<file path="config.mk">
export PLATFORM = sky130hd
export DESIGN_NAME = ssd_scan_ctrl_flat
export DESIGN_NICKNAME = d
export VERILOG_FILES = /design/src/rtl/ssd_scan_if.sv /design/src/rtl/ssd_scan_ctrl.sv /design/src/flat_wrapper.sv
export SDC_FILE = /design/constraint.sdc
export NUM_CORES = 1
export LEC_CHECK = 0
export ABC_AREA = 0
export CORE_AREA = 3 3 84 86
export DETAILED_ROUTE_END_ITERATION = 10
export DIE_AREA = 0 0 87 89
export DONT_BUFFER_PORTS = 1
export GPL_ROUTABILITY_DRIVEN = 0
export PLACE_DENSITY = 0.67
export SLEW_MARGIN = 20
export SYNTH_ARGS = -nofsm -noshare
export SYNTH_HDL_FRONTEND = slang
export SYNTH_SLANG_ARGS = --single-unit
</file>
<file path="constraint.sdc">
create_clock -name board_clk -period 3.1 [get_ports board_clk]
set_input_delay 0.155 -clock board_clk [delete_from_list [all_inputs] [get_ports board_clk]]
set_output_delay 0.155 -clock board_clk [all_outputs]
set_load 0.05 [all_outputs]
</file>
<file path="src/rtl/ssd_scan_if.sv">
// Seven-segment scan controller bus: caller-side inputs and board-side pin outputs.
interface ssd_scan_if #(
    parameter int unsigned NUM_DIGITS = 8
);
    logic [4*NUM_DIGITS-1:0] value_in;
    logic                    load;
    logic [NUM_DIGITS-1:0]   dp_in;
    logic                    blank_lz;
    logic                    enable;
    logic [NUM_DIGITS-1:0]   anode;
    logic [6:0]              cathode;
    logic                    dp;
    logic                    busy;

    modport master (
        output value_in, load, dp_in, blank_lz, enable,
        input  anode, cathode, dp, busy
    );

    modport slave (
        input  value_in, load, dp_in, blank_lz, enable,
        output anode, cathode, dp, busy
    );
endinterface

</file>
<file path="src/rtl/ssd_scan_ctrl.sv">
// N-digit seven-segment scan controller with value latch, leading-zero blanking and per-digit DP.
// Define SSD_BIN2BCD_EN to accept unsigned binary on value_in[BIN_W-1:0]; a double-dabble
// converter then fills the display register, showing '-' on every digit when out of range.
module ssd_scan_ctrl #(
    parameter int unsigned NUM_DIGITS = 8,
    parameter int unsigned SCAN_DIV   = 100000,
    parameter int unsigned BIN_W      = 16
) (
    input logic       board_clk,
    input logic       reset,
    ssd_scan_if.slave bus
);
    localparam int unsigned PRE_W = $clog2(SCAN_DIV);
    localparam int unsigned IDX_W = (NUM_DIGITS > 1) ? $clog2(NUM_DIGITS) : 1;

    logic [PRE_W-1:0]        prescaler_q;
    logic [IDX_W-1:0]        digit_idx_q;
    logic                    tick;
    logic [4*NUM_DIGITS-1:0] disp_q, disp_d;
    logic                    ovf;
    logic                    busy;
    logic [NUM_DIGITS-1:0]   lz_zero;
    logic                    lz_run;
    logic [NUM_DIGITS-1:0]   anode_q, anode_d;
    logic [6:0]              cathode_q, cathode_d;
    logic                    dp_q, dp_d;
    logic [3:0]              nibble;
    logic                    blank_digit;

    function automatic logic [6:0] seg7(input logic [3:0] n);
        logic [6:0] s;
        unique case (n)
            4'h0: s = 7'b0000001;
            4'h1: s = 7'b1001111;
            4'h2: s = 7'b0010010;
            4'h3: s = 7'b0000110;
            4'h4: s = 7'b1001100;
            4'h5: s = 7'b0100100;
            4'h6: s = 7'b0100000;
            4'h7: s = 7'b0001111;
            4'h8: s = 7'b0000000;
            4'h9: s = 7'b0000100;
            4'hA: s = 7'b0001000;
            4'hB: s = 7'b1100000;
            4'hC: s = 7'b0110001;
            4'hD: s = 7'b1000010;
            4'hE: s = 7'b0110000;
            default: s = 7'b0111000;
        endcase
        return s;
    endfunction

    assign tick = (prescaler_q == PRE_W'(SCAN_DIV - 1));

    // Free-running scan counters; independent of enable so the position is kept while dark.
    always_ff @(posedge board_clk or posedge reset) begin
        if (reset) begin
            prescaler_q <= '0;
            digit_idx_q <= '0;
        end else if (tick) begin
            prescaler_q <= '0;
            digit_idx_q <= (digit_idx_q == IDX_W'(NUM_DIGITS - 1)) ? '0 : digit_idx_q + 1'b1;
        end else begin
            prescaler_q <= prescaler_q + 1'b1;
        end
    end

    // Display register.
    always_ff @(posedge board_clk or posedge reset) begin
        if (reset) begin
            disp_q <= '0;
        end else begin
            disp_q <= disp_d;
        end
    end

`ifdef SSD_BIN2BCD_EN
    typedef enum logic [1:0] {StIdle, StShift, StDone} conv_state_e;

    // Digits above NUM_DIGITS in the 8-digit BCD result flag an out-of-range value.
    localparam logic [31:0] HI_MASK = 32'(~((64'd1 << (4 * NUM_DIGITS)) - 64'd1));

    conv_state_e      state_q, state_d;
    logic [BIN_W-1:0] bin_q, bin_d;
    logic [31:0]      bcd_q, bcd_d, bcd_adj;
    logic [4:0]       cnt_q, cnt_d;
    logic [31:0]      val_ext;
    logic             ovf_q, ovf_d;

    assign val_ext = 32'(bus.value_in);

    // Converter state register.
    always_ff @(posedge board_clk or posedge reset) begin
        if (reset) begin
            state_q <= StIdle;
            bin_q   <= '0;
            bcd_q   <= '0;
            cnt_q   <= '0;
            ovf_q   <= 1'b0;
        end else begin
            state_q <= state_d;
            bin_q   <= bin_d;
            bcd_q   <= bcd_d;
            cnt_q   <= cnt_d;
            ovf_q   <= ovf_d;
        end
    end

    // Add-3 correction on every BCD digit ahead of the shift.
    always_comb begin
        bcd_adj = bcd_q;
        for (int k = 0; k < 8; k++) begin
            if (bcd_q[4*k +: 4] >= 4'd5) begin
                bcd_adj[4*k +: 4] = bcd_q[4*k +: 4] + 4'd3;
            end
        end
    end

    // Double-dabble sequencing; a new load always restarts from scratch.
    always_comb begin
        state_d = state_q;
        bin_d   = bin_q;
        bcd_d   = bcd_q;
        cnt_d   = cnt_q;
        disp_d  = disp_q;
        ovf_d   = ovf_q;
        if (bus.load) begin
            state_d = StShift;
            bin_d   = val_ext[BIN_W-1:0];
            bcd_d   = '0;
            cnt_d   = '0;
        end else begin
            unique case (state_q)
                StShift: begin
                    bcd_d = {bcd_adj[30:0], bin_q[BIN_W-1]};
                    bin_d = bin_q << 1;
                    cnt_d = cnt_q + 5'd1;
                    if (cnt_q == 5'(BIN_W - 1)) begin
                        state_d = StDone;
                    end
                end
                StDone: begin
                    disp_d  = bcd_q[4*NUM_DIGITS-1:0];
                    ovf_d   = |(bcd_q & HI_MASK);
                    state_d = StIdle;
                end
                default: ;
            endcase
        end
    end

    assign busy = (state_q != StIdle);
    assign ovf  = ovf_q;
`else
    logic busy_q;

    // BIN_W has no effect in the hex build.
    if (BIN_W == 0) begin : g_bin_w_ignored
    end

    // Hex capture path.
    always_comb begin
        disp_d = bus.load ? bus.value_in : disp_q;
    end

    // Busy flags the single cycle in which the new value lands.
    always_ff @(posedge board_clk or posedge reset) begin
        if (reset) begin
            busy_q <= 1'b0;
        end else begin
            busy_q <= bus.load;
        end
    end

    assign busy = busy_q;
    assign ovf  = 1'b0;
`endif

    // lz_zero[i] is set when nibbles i..NUM_DIGITS-1 are all zero.
    always_comb begin
        lz_run  = 1'b1;
        lz_zero = '0;
        for (int i = NUM_DIGITS - 1; i >= 0; i--) begin
            lz_run     = lz_run & (disp_q[4*i +: 4] == 4'h0);
            lz_zero[i] = lz_run;
        end
    end

    // Next pin values for the currently selected digit.
    always_comb begin
        nibble      = disp_q[4*digit_idx_q +: 4];
        blank_digit = bus.blank_lz && (digit_idx_q != '0) && lz_zero[digit_idx_q];
        anode_d     = '1;
        cathode_d   = 7'h7F;
        dp_d        = 1'b1;
        if (bus.enable) begin
            anode_d = ~(NUM_DIGITS'(1) << digit_idx_q);
            dp_d    = ~bus.dp_in[digit_idx_q];
            if (ovf) begin
                cathode_d = 7'b1111110;
            end else if (blank_digit) begin
                cathode_d = 7'h7F;
            end else begin
                cathode_d = seg7(nibble);
            end
        end
    end

    // Registered pin drivers.
    always_ff @(posedge board_clk or posedge reset) begin
        if (reset) begin
            anode_q   <= '1;
            cathode_q <= 7'h7F;
            dp_q      <= 1'b1;
        end else begin
            anode_q   <= anode_d;
            cathode_q <= cathode_d;
            dp_q      <= dp_d;
        end
    end

    assign bus.anode   = anode_q;
    assign bus.cathode = cathode_q;
    assign bus.dp      = dp_q;
    assign bus.busy    = busy;
endmodule

</file>
<file path="src/flat_wrapper.sv">
// flat-port wrapper written by rule: the top's interface ports become plain ports
module ssd_scan_ctrl_flat 
#(
    parameter int unsigned NUM_DIGITS = 8,
    parameter int unsigned SCAN_DIV   = 100000,
    parameter int unsigned BIN_W      = 16
)
  (board_clk, reset, bus_value_in, bus_load, bus_dp_in, bus_blank_lz, bus_enable, bus_anode, bus_cathode, bus_dp, bus_busy);
  ssd_scan_if #(.NUM_DIGITS(NUM_DIGITS)) bus_i ();
  input logic board_clk;
  input logic reset;
  input wire logic [$bits(bus_i.value_in)-1:0] bus_value_in;
  input wire logic [$bits(bus_i.load)-1:0] bus_load;
  input wire logic [$bits(bus_i.dp_in)-1:0] bus_dp_in;
  input wire logic [$bits(bus_i.blank_lz)-1:0] bus_blank_lz;
  input wire logic [$bits(bus_i.enable)-1:0] bus_enable;
  output wire logic [$bits(bus_i.anode)-1:0] bus_anode;
  output wire logic [$bits(bus_i.cathode)-1:0] bus_cathode;
  output wire logic [$bits(bus_i.dp)-1:0] bus_dp;
  output wire logic [$bits(bus_i.busy)-1:0] bus_busy;
  assign bus_i.value_in = bus_value_in;
  assign bus_i.load = bus_load;
  assign bus_i.dp_in = bus_dp_in;
  assign bus_i.blank_lz = bus_blank_lz;
  assign bus_i.enable = bus_enable;
  assign bus_anode = bus_i.anode;
  assign bus_cathode = bus_i.cathode;
  assign bus_dp = bus_i.dp;
  assign bus_busy = bus_i.busy;
  ssd_scan_ctrl #(.NUM_DIGITS(NUM_DIGITS), .SCAN_DIV(SCAN_DIV), .BIN_W(BIN_W)) u_core (.board_clk(board_clk), .reset(reset), .bus(bus_i));
endmodule
</file>
== Word level (Yosys, flattened, before mapping) ==
Memories as Yosys holds them, arrays and structs flattened.
Index checks and enable logic that the tools add are counted.
Word-level totals
  flip-flop bits (word level): 69
  memories: 1
  output and inout port bits: 17
  input bits: 45
  ROM bits: 112
Memory list
  (name not given): words 16, bits a word 7, rd ports 1, clocked after Yosys merged registers in 0, wr ports 0, RTL line ssd_scan_ctrl.sv:32  | unique case (n)
Cells by class
  bitwise logic cells: 9
  equal/unequal tests: 2
  reductions and logical operators: 11
  order comparisons: 1
  add/subtract/negate cells: 2
  shifts and indexed selects: 2
  mux-type cells: 10
Operator list (number)
  logical NOT 4 bit: 8
  variable part select 32 x 6 -> 4 bit: 1
  adder 17 x 1 -> 17 bit, second input constant: 1
  == test 17 bit, second input constant: 1
  two-way mux 17 bit: 1
  two-way mux 7 bit: 2
  two-way mux 8 bit: 1
  inverter 8 bit: 1
  left shift 1 x 3 -> 8 bit, first input constant: 1
  bitwise AND 1 bit: 7
  binary-select mux 1 bit (select 3 bit): 2
  less-than comparator 3 x 4 -> 1 bit, second input constant: 1
  adder 3 x 1 -> 3 bit, second input constant: 1
  == test 3 bit, second input constant: 1
  two-way mux 1 bit: 3
  two-way mux 3 bit: 1
  nonzero test 3 bit: 1
  logical AND 1 bit: 2
  inverter 1 bit: 1

== Depth between registers and ports, before layout ==
  depth in word-level cells: 13
  mapped depth: 10
  depth with buffers taken out: 8

== Worst setup path before layout ==
Ideal clock, no wire load.
  path type: reg-to-reg
  start point: register u_core.digit_idx_q[0]
  end point: register u_core.cathode_q[3] (netlist: u_core.bus.cathode[3])
  path slack: 1.004 ns
  clock period less this slack: 2.096 ns
  setup time: 0.069 ns
  buffers on the path: 2
  data arrival time: 2.027 ns
  cell stages (with the launch flop): 11
  required time: 3.031 ns
  cell sequence: dfrtp_1 > buf_6 > buf_4 > mux2i_1 > a32o_1 > nor2_1 > inv_1 > ha_1 > mux2i_1 > nor2_1 > o21ai_2
Between the ends
  cells in the longest elaborated chain, start to end: 5
RTL lines
  start: declaration: RTL line ssd_scan_ctrl.sv:17  | logic [IDX_W-1:0] digit_idx_q;
  start signal: assignment: RTL line ssd_scan_ctrl.sv:62  | digit_idx_q <= (digit_idx_q == IDX_W'(NUM_DIGITS - 1)) ? '0 : digit_idx_q + 1'b1;
  branches (longest 3 deep; another with memory (16 x 7 bit))
  two-way mux 7 bit (*): RTL line ssd_scan_ctrl.sv:201  | end else if (blank_digit) begin
  two-way mux 7 bit (*): RTL line ssd_scan_ctrl.sv:196  | if (bus.enable) begin
  net u_core.cathode_d[3]: RTL line ssd_scan_ctrl.sv:25  | logic [6:0] cathode_q, cathode_d;
  end signal: assignment: RTL line ssd_scan_ctrl.sv:217  | cathode_q <= cathode_d;
  end: declaration: RTL line ssd_scan_ctrl.sv:25
Mark *: on every way through the listed nets, which the timed path passes. The select of a mux whose other input is x is not followed.
A chain may end at the register's enable or synchronous reset.

== Worst setup path after layout ==
  start point: register u_core.digit_idx_q[0]
  end point: register u_core.cathode_q[1] (netlist: u_core.bus.cathode[1])
Same word-level chain as after synthesis.

==> flow_summary_export.csv <==
group,metric,value,unit
sta,worstMarginPinSlew,0.7120,ns
clock_network,clk_path_buf_depth,2,
logic_synthesis,synthDistinctLibCells,53,
global_routing,grt_max_degree,39,
placed_design,dp_hpwl,4952,um
global_routing,gr-total-overflow,0,
sta,fin_tns_setup,0,ns
flow_run,drv_cap,0,
sta,fin_crit_sh,87.19,%
min_path,worstHoldPathType,"in -> reg",
logic_synthesis,synthCells,276,
drt,first_iter_violations,89,
setup_path,rr_endpoint,"u_core.bus.cathode[1]$_DFF_PP1_",
sta,final_max_slew_viol_count,0,
placed_design,post-place-ws,0.4587,ns
setup_path,critPathKind,"reg -> reg",
logic_synthesis,synthFlopType,"dfrtp_1",
global_routing,grt_pass1_wl,11860,um
floorplanning,io_pins,62,
drt,via_count,2268,
logic_synthesis,yosysWarnings,0,
drt,drc,0,
cells_and_area,antenna-diode-count,0,
clock_network,cts_tree,"done",
logic_synthesis,ys_seq_elements,69,
drt,dr.pass1.iters,4,
setup_path,crit_arrival,2.95,ns
setup_path,ff2ff_path_depth,7,
floorplanning,start_util,54.09,%
clock_network,path_clk_slew,0.07,ns
cells_and_area,nFillCells,497,
setup_path,cp.required,3.35,ns
drt,avgRoutedWirePerCell,18.29,um
floorplanning,rows,29,
sta,fmax,370.0,MHz
setup_path,critPathCaptureType,"flop",
clock_network,htree_levels,3,
clock_network,ctsHoldBuffers,35,
placed_design,io_buffers,0,
clock_network,cts-root-buf,"clkbuf_8",
clock_network,cts_setup_buffers,0,
sta,rsz0062_at_grt,"no",
floorplanning,die_w,87,um
setup_path,cp-endpoint,"u_core.bus.cathode[1]$_DFF_PP1_",
drt,viasPerCell,5.756,
clock_network,ctsResizeCount,0,
sta,fin_crit,2.703,ns
logic_synthesis,syn_area_per_cell,12.44,um^2
sta,relSlewSlack,51.87,%
logic_synthesis,async_flop_share,100.0,%
global_routing,gr-usage-all-layers,20.26,%
logic_synthesis,synth_edf_count,0,
setup_path,ff2ff_setup_slack,0.40,ns
setup_path,start_kind,"flop",
sta,clock_skew,0.008318,ns
power,vdd_ir_drop_max,0.0003997,V
global_routing,antenna_found_initial,1,
sta,final-setup-viol-count,0,
clock_network,cts_sinks,69,
cells_and_area,fin_nets,370,
power,p_per_area,502.6,nW/um^2
floorplanning,die_y,89,um
cells_and_area,drive_gt1_share,25.24,%
sta,setup_slack,0.3972,ns
clock_network,cts_buffers,9,
setup_path,critPathMaxFanout,11,
logic_synthesis,syn_nets,334,
global_routing,grt_pass1_vias,2341,
outcome,status,"complete, no violations",
logic_synthesis,netlist_area,3435,um^2
cells_and_area,area_delta_synth_final,17.52,%
drt,wl,7206,um
drt,ant_nets,0,
setup_path,r2r_start,"u_core.digit_idx_q[0]$_DFFE_PP0N_",
floorplanning,design.core.area,6350,um^2
power,p_leak,1.647,nW
sta,hold_viol_final,0,
logic_synthesis,ys_seq_area_share,50.86,%
clock_network,clkLatencyLatePin,0.34,ns
cells_and_area,utilization,63.57,%
floorplanning,dieArea,7743,um^2
setup_path,crit_start,"u_core.digit_idx_q[0]$_DFFE_PP0N_",
[critical path, cell delays in order, from the launching register on]
cell and delay [ns]:
dfrtp_1 0.64, mux4_1 0.65, mux2i_1 0.37, ha_1 0.28, inv_1 0.07, nor3_1 0.31
o21ai_0 0.17, o211ai_1 0.13
[metal layers]
metal  vias up  share of wire (%)  GRT usage (%)  wire length (um)
li1       1075                  -              -                 -
met1      1104                 46          28.38              3322
met2        75                 46          30.85              3350
met3        12                5.9          4.608               422
met4         2                1.4          7.649               104
met5         -              0.097              0                 7
[placed cells by master (no fill, tap or decap), drive strengths merged, types with 2 or more instances in the layout]
cell,instances
or4,3
a21oi,4
and4,2
o21ai,8
dfstp,16
o211ai,2
buf,3
mux2i,7
mux2,37
nor4,5
inv,9
o221ai,2
a32o,2
o21a,2
dlygate4sd3,34
nand3,13
nand2,18
dfrtp,53
nor2,15
clkbuf,15
mux4,6
nor3,2
nand4,2
nand2b,3
xor2,7
ha,13
and3,4
nor2b,3
xnor2,7
o22ai,3
[metrics by stage]
step	std cells	hold slack, ns	total power [mW]	cell area, um^2
4_1_cts	394	0.01255	2.041	4036
6_report	394	0.02494	2.029	4036
3_5_place_dp	343	0.1819	1.266	3480
3_3_place_gp	343	0.1664	1.261	3480
5_1_grt	394	0.01620	2.121	4036
2_1_floorplan	276	0.1864	1.231	3435
[where the power goes]
| part | total, mW | internal, mW | switching [mW] |
|---|---|---|---|
| clock | 0.731 | 0.418 | 0.313 |
| sequential | 1.08 | 0.975 | 0.107 |
| combinational | 0.216 | 0.119 | 0.0975 |
[layout make-up]
type	instances	area (um^2)	area share (%)
clock inverters	1	30.03	0.7440
flip-flops and latches	69	1747	43.27
repair buffers	37	375.4	9.299
inverters	9	33.78	0.8370
well taps	77	96.34	2.387
multi-input cells	186	1588	39.34
clock buffers	15	166.4	4.123
[cell usage after synthesis (2+ instances only)]
library cell,number,area share (%)
a32o_1,2,0.58
nor2_1,15,1.6
mux2_2,36,12
ha_1,13,4.7
nand2_1,18,2.0
buf_2,2,0.29
o21a_1,2,0.44
clkbuf_1,4,0.44
nand4_1,2,0.36
nor4_1,5,0.91
and4_1,2,0.51
xnor2_1,7,1.8
buf_6,2,0.66
nand3_1,13,1.9
a21oi_1,4,0.58
o21ai_0,7,1.0
nor3_1,2,0.29
o22ai_1,3,0.55
inv_1,9,0.98
or4_1,2,0.44
mux2i_1,7,2.0
nand2b_1,3,0.55
and3_1,3,0.55
o221ai_1,2,0.51
mux4_1,2,1.5
nor2b_1,3,0.55
o211ai_1,2,0.44
dfrtp_1,53,39
buf_1,3,0.33
xor2_1,7,1.8
dfstp_2,16,12
mux4_2,4,2.6
[state kept, by name (all words and copies together), names as in the netlist]
register and count:
u_core.bus.busy 1, u_core.bus.cathode 7, u_core.bus.anode 8, u_core.prescaler_q 17, u_core.bus.dp 1, u_core.digit_idx_q 3, u_core.disp_q 32
[how the worst min path moves through the flow]
stage	from	end	slack, ns	cells past startpoint
floorplan	bus_load	u_core.bus.busy$_DFF_PP0_	0.19	0
global placement	reset	u_core.disp_q[26]$_DFFE_PP0P_	0.17	1
detailed placement	reset	u_core.disp_q[26]$_DFFE_PP0P_	0.18	1
CTS	bus_load	u_core.bus.busy$_DFF_PP0_	0.01	1
global route	bus_load	u_core.bus.busy$_DFF_PP0_	0.02	1
finish	bus_load	u_core.bus.busy$_DFF_PP0_	0.02	1
[kinds of logic (layout without fill, tap and decap cells)]
kind of cell               Yosys count  count (layout)  synth area share, %
muxes                               50              50                18.43
DFF                                 69              69                50.86
buffers and inverters               21              62                2.914
xor gates and xnor gates            14              14                3.570
AOI/OAI and AO/OA                   33              33                7.724
and+or+nand+nor                     76              76                11.77
adders and majority gates           13              13                4.736
Power figures use the tool's default switching activity.
